==> config.mk <==
export PLATFORM = sky130hd
export DESIGN_NAME = prog_mem_arbiter
export DESIGN_NICKNAME = d
export VERILOG_FILES = /design/src/rtl/prog_mem_arbiter.sv
export SDC_FILE = /design/constraint.sdc
export NUM_CORES = 1
export LEC_CHECK = 0
export ABC_AREA = 1
export BUFFER_PORTS_ARGS = -buffer_cell sky130_fd_sc_hd__buf_2
export CAP_MARGIN = 20
export CORE_UTILIZATION = 50
export DETAILED_ROUTE_END_ITERATION = 10
export PLACE_DENSITY = 0.78
export SETUP_SLACK_MARGIN = 0.4
export SLEW_MARGIN = 30
export SYNTH_ARGS = -nofsm -noshare
export SYNTH_HDL_FRONTEND = slang
export SYNTH_SLANG_ARGS = --single-unit
==> constraint.sdc <==
create_clock -name clock -period 1.69 [get_ports clock]
set_input_delay 0.0845 -clock clock [delete_from_list [all_inputs] [get_ports clock]]
set_output_delay 0.0845 -clock clock [all_outputs]
set_load 0.02 [all_outputs]
==> src/rtl/prog_mem_arbiter.sv <==
// prog_mem_arbiter: shares the single program memory between the instruction
// fetch sequencer (F, read only) and the loader/debug port (L, read/write).
// Each grant runs IDLE -> ISSUE -> [WAIT x MEM_LAT] -> DONE, and the owner gets
// a one-cycle ack in DONE.
// Optional macro PROG_MEM_ARB_RR_EN: ties are broken round-robin instead of
// by F priority with the starvation override.
module prog_mem_arbiter #(
  parameter int unsigned ADDR_W     = 8,
  parameter int unsigned DATA_W     = 8,
  parameter int unsigned MEM_LAT    = 1,
  parameter int unsigned STARVE_MAX = 4
) (
  input  logic              clock,
  input  logic              reset,
  input  logic              f_req,
  input  logic [ADDR_W-1:0] f_addr,
  output logic              f_ack,
  output logic [DATA_W-1:0] f_data,
  input  logic              l_req,
  input  logic              l_we,
  input  logic [ADDR_W-1:0] l_addr,
  input  logic [DATA_W-1:0] l_wdata,
  output logic              l_ack,
  output logic [DATA_W-1:0] l_rdata,
  output logic              mem_en,
  output logic              mem_we,
  output logic [ADDR_W-1:0] mem_addr,
  output logic [DATA_W-1:0] mem_wdata,
  input  logic [DATA_W-1:0] mem_rdata,
  output logic              mem_sel,
  output logic              busy
);

  typedef enum logic [1:0] {IDLE, ISSUE, WAIT, DONE} state_t;

  localparam logic [3:0] LAT_LAST = 4'(MEM_LAT - 1);

  state_t              state, state_nx;
  logic                owner;      // 1 = loader owns the current transaction
  logic [ADDR_W-1:0]   addr_q;
  logic                we_q;
  logic [DATA_W-1:0]   wdata_q;
  logic [3:0]          wait_cnt;
  logic                wait_last;
  logic                grant;
  logic                grant_l;
  logic                tie_l;      // L wins when both request

`ifdef PROG_MEM_ARB_RR_EN
  logic last_l;

  assign tie_l = ~last_l;

  // Remember the most recent winner; resets to L so F takes the first tie.
  always_ff @(posedge clock or posedge reset) begin
    if (reset)      last_l <= 1'b1;
    else if (grant) last_l <= grant_l;
  end
`else
  localparam logic [3:0] STARVE_LIM = 4'(STARVE_MAX);

  logic [3:0] starve_cnt;

  assign tie_l = (starve_cnt == STARVE_LIM);

  // Count lost L arbitrations (saturating); an L grant clears the count.
  always_ff @(posedge clock or posedge reset) begin
    if (reset)
      starve_cnt <= '0;
    else if (grant_l)
      starve_cnt <= '0;
    else if (grant && l_req && starve_cnt != STARVE_LIM)
      starve_cnt <= starve_cnt + 4'd1;
  end
`endif

  assign wait_last = (wait_cnt == LAT_LAST);

  // State register.
  always_ff @(posedge clock or posedge reset) begin
    if (reset) state <= IDLE;
    else       state <= state_nx;
  end

  // Next state and arbitration; arbitration is only evaluated in IDLE.
  always_comb begin
    state_nx = state;
    grant    = 1'b0;
    grant_l  = 1'b0;
    case (state)
      IDLE: begin
        if (f_req || l_req) begin
          grant    = 1'b1;
          grant_l  = l_req && (!f_req || tie_l);
          state_nx = ISSUE;
        end
      end
      ISSUE:   state_nx = we_q ? DONE : WAIT;
      WAIT:    if (wait_last) state_nx = DONE;
      DONE:    state_nx = IDLE;
      default: state_nx = IDLE;
    endcase
  end

  // Latch the granted request, time the memory latency, capture read data.
  always_ff @(posedge clock or posedge reset) begin
    if (reset) begin
      owner    <= 1'b0;
      addr_q   <= '0;
      we_q     <= 1'b0;
      wdata_q  <= '0;
      wait_cnt <= '0;
      f_data   <= '0;
      l_rdata  <= '0;
    end else begin
      if (grant) begin
        owner   <= grant_l;
        addr_q  <= grant_l ? l_addr : f_addr;
        we_q    <= grant_l && l_we;
        wdata_q <= l_wdata;
      end
      if (state == ISSUE)
        wait_cnt <= '0;
      else if (state == WAIT)
        wait_cnt <= wait_cnt + 4'd1;
      if (state == WAIT && wait_last) begin
        if (owner) l_rdata <= mem_rdata;
        else       f_data  <= mem_rdata;
      end
    end
  end

  assign busy      = (state != IDLE);
  assign mem_en    = (state == ISSUE);
  assign mem_we    = mem_en && we_q;
  assign mem_addr  = mem_en ? addr_q : '0;
  assign mem_wdata = mem_we ? wdata_q : '0;
  assign mem_sel   = busy && owner;
  assign f_ack     = (state == DONE) && !owner;
  assign l_ack     = (state == DONE) && owner;

endmodule

==> results.json <==
{
  "fin_skew_ns": 0.01152,
  "fin_nets": 444,
  "rsz0062_at_grt": "true",
  "crit_fanout": 10,
  "grt_pass1_wl_um": 11360,
  "worstHoldPathCells": 3,
  "clockRootBuffer": "clkbuf_8",
  "route.detailed.drc": 0,
  "ctsHtreeMaxLevel": 2,
  "cp_common_cell": "o21ai_0",
  "max_stage_delay_ns": 0.43,
  "slew_viol_final": 0,
  "tightest_slew_ns": 0.3191,
  "port_buffers": 74,
  "die_h_um": 69.12,
  "synth-seq-cells": 44,
  "drive_gt1_frac": 0.5464,
  "synthCells": 280,
  "worst_ep_arrival_time_ns": 1.76,
  "dp.cells": 403,
  "drtAntennaViolNets": 0,
  "slowest_stage": "dfrtp_1",
  "cp.required_ns": 1.87,
  "p_leak_nw": 1.966,
  "grt_pass1_vias": 2343,
  "num_vias": 2521,
  "clk_pin_slew_ns": 0.09,
  "clock.fmax_mhz": 632.0,
  "relSlewSlack": 0.7850,
  "wl_um": 8382,
  "fp.dieW_um": 69.12,
  "ir_drop_mv": 1.158,
  "synth_nets": 326,
  "end_kind": "register",
  "hold_ws_ns": 0.008686,
  "drv_cap": 0,
  "p_seq_frac": 0.276,
  "p_int_w": 0.003859,
  "first_pass_iters": 5,
  "antenna_found_initial": 0,
  "grt_usage": 0.2980,
  "whs_endpoint": "wdata_q[7]",
  "clockPowerShare": 0.096,
  "fin_ws_ns": 0.1078,
  "period_minus_slack_ns": 1.582,
  "synth_seq_area_share": 0.4889,
  "finalSetupTns_ns": 0,
  "cts_buffer_depth": 2,
  "cts_sinks": 44,
  "comb_power_share": 0.628,
  "switchingPower_w": 0.003460,
  "initial_utilization": 0.5172,
  "worst_hold_startpoint": "l_wdata[7]",
  "syn_area_um2": 2252,
  "netSwitchingFraction": 0.4728,
  "r2r-start": "state[1]",
  "regToRegSetupSlack_ns": 0.11,
  "syn_area_per_cell_um2": 8.043,
  "grt.overflow.total": 0,
  "power.density_nw_per_um2": 1958,
  "finalCritPeriodShare": 0.9362,
  "rows": 24,
  "place_congestion": 0.7530,
  "reg2reg_depth": 6,
  "min_path_type": "in -> reg",
  "wire_per_inst_um": 18.59,
  "finalHoldViolCount": 0,
  "cts_buffers": 5,
  "yosys_warnings": 0,
  "area_growth_pct": 66.00,
  "grt_max_degree": 35,
  "clkLatencyLatePin_ns": 0.31,
  "status": "finished clean",
  "worstReg2RegEnd": "state[0]",
  "place_hpwl_um": 3475,
  "critPathLaunchType": "register",
  "num_antenna_cells": 0,
  "synth.distinct_cells": 27,
  "die_area_um2": 4777,
  "drt_iter0_markers": 263,
  "fillCellCount": 218,
  "power_w": 0.007319,
  "worstSetupPathType": "reg -> reg",
  "place_ws_ns": 0.2149,
  "cts_tree": "built",
  "instances_no_fill": 451,
  "post_drt_via_cell_ratio": 5.590,
  "setup_viol": 0,
  "pin_count": 75,
  "crit_chain": "inv_2 > ha_4 > nand2_4 > o21ai_0 > nor2_1 > o21ai_0",
  "core_area_um2": 4354
}
## final cells by class
cell class / instances / area (um^2) / share of cell area
Clock inverter: 3 / 23.77 / 0.006359
Timing Repair Buffer: 113 / 902.1 / 0.2413
Sequential cell: 44 / 1104 / 0.2952
Inverter: 62 / 264.0 / 0.07062
Clock buffer: 5 / 68.82 / 0.01841
Multi-Input combinational cell: 171 / 1300 / 0.3477
Tap cell: 52 / 65.06 / 0.01740
Timing Repair inverter: 1 / 11.26 / 0.003012
## registers in the layout (all words and copies together), names as in the netlist
signal and cells:
wait_cnt 4, wdata_q 8, l_rdata 8, addr_q 8, starve_cnt 4, state 2, f_data 8, we_q 1
owner 1
## Yosys cell counts
master    number  area share
nand3_2        3       0.013
o22ai_1        1      0.0028
buf_12         1      0.0089
dfrtp_1       44        0.49
ha_1           9       0.050
nand4_1        2      0.0056
clkbuf_1       1      0.0017
xor2_1         1      0.0039
buf_4          1      0.0033
nor2_1        12       0.020
nand2_4        2       0.010
o21ai_1       21       0.047
nand2_1       74        0.12
nor2_4         1      0.0050
nand2_2        1      0.0028
a31oi_1        1      0.0028
nand3_1       22       0.049
or2_2          1      0.0028
a21oi_4        1      0.0072
buf_6          2       0.010
a21oi_1        2      0.0044
buf_2          2      0.0044
inv_2          5      0.0083
nor3_1         2      0.0044
inv_1         57       0.095
o21ai_0       10       0.022
nor3b_1        1      0.0033
## placed cells by master, fill, tap and decap left out, types with 3 or more instances in the layout
cell type / synthesis / routed
dlygate4sd3_1: 0 / 7
nand2_8: 0 / 4
clkinvlp_4: 0 / 3
ha_1: 9 / 3
nand3_4: 0 / 8
inv_2: 5 / 16
nor2_1: 12 / 8
buf_12: 1 / 5
clkbuf_8: 0 / 5
nand2_4: 2 / 7
nor2_2: 0 / 4
nand3_2: 3 / 10
inv_1: 57 / 41
o21ai_2: 0 / 10
buf_2: 2 / 53
ha_4: 0 / 4
buf_6: 2 / 15
nand3_1: 22 / 9
o21ai_1: 21 / 19
buf_8: 0 / 4
dfrtp_1: 44 / 42
nand2_2: 1 / 21
nand2_1: 74 / 47
buf_4: 1 / 28
## kinds of logic after synthesis
logic type,synth area share
AND/OR/NAND/NOR,0.2395
buffers and inverters,0.1317
flip-flops,0.4889
AO/OA/AOI/OAI,0.08612
adder cells (fa/ha/maj),0.05000
XOR/XNOR,0.003890
## metrics by stage
stage | util | cell area, um^2
CTS | 0.7810 | 3401
finish | 0.8586 | 3739
detailed placement | 0.6239 | 2716
global placement | 0.6239 | 2716
floorplan | - | 2303
global route | 0.8586 | 3739
## timing repair
action | in CTS | in global routing
pin swaps | 15 | 20
gates cloned | 6 | 0
hold buffers | 7 | 0
resized for setup | 86 | 71
setup endpoints to repair | 65 | 65
hold endpoints to repair | 17 | 0
setup buffers | 20 | 7
## layer usage
metal	up-vias	wire length (um)	GRT usage
li1	1108	-	-
met1	1187	3154	0.3833
met2	167	4139	0.5005
met3	59	601	0.05994
met4	0	486	0.1020
met5	-	0	0
## worst max-delay path by stage
stage	start	end	slack [ns]	depth (start not counted)
floorplan	state[0]	wdata_q[1]	0.37	7
global placement	state[1]	state[0]	0.28	6
detailed placement	state[0]	addr_q[7]	0.21	8
CTS	state[1]	mem_wdata[6]	0.25	5
global route	state[1]	state[0]	0.06	6
finish	state[1]	state[0]	0.11	6
## power by group through the flow
stage	clock, W	combinational (W)	sequential [W]
after floorplan	0	0.00170	0.00210
after global placement	0	0.00250	0.00191
after detailed placement	0	0.00259	0.00190
after CTS	0.000690	0.00372	0.00192
after global routing	0.000751	0.00487	0.00206
final	0.000705	0.00460	0.00202
## critical path: cells and delay by family (launching register included)
| kind | cells | cell delay (ns) |
|---|---|---|
| buffers and inverters | 1 | 0.13 |
| AND/OR/NAND/NOR | 2 | 0.19 |
| flip-flops | 1 | 0.43 |
| adder cells (fa/ha/maj) | 1 | 0.19 |
| AO/OA/AOI/OAI | 2 | 0.51 |
Power figures use the tool's default switching activity.
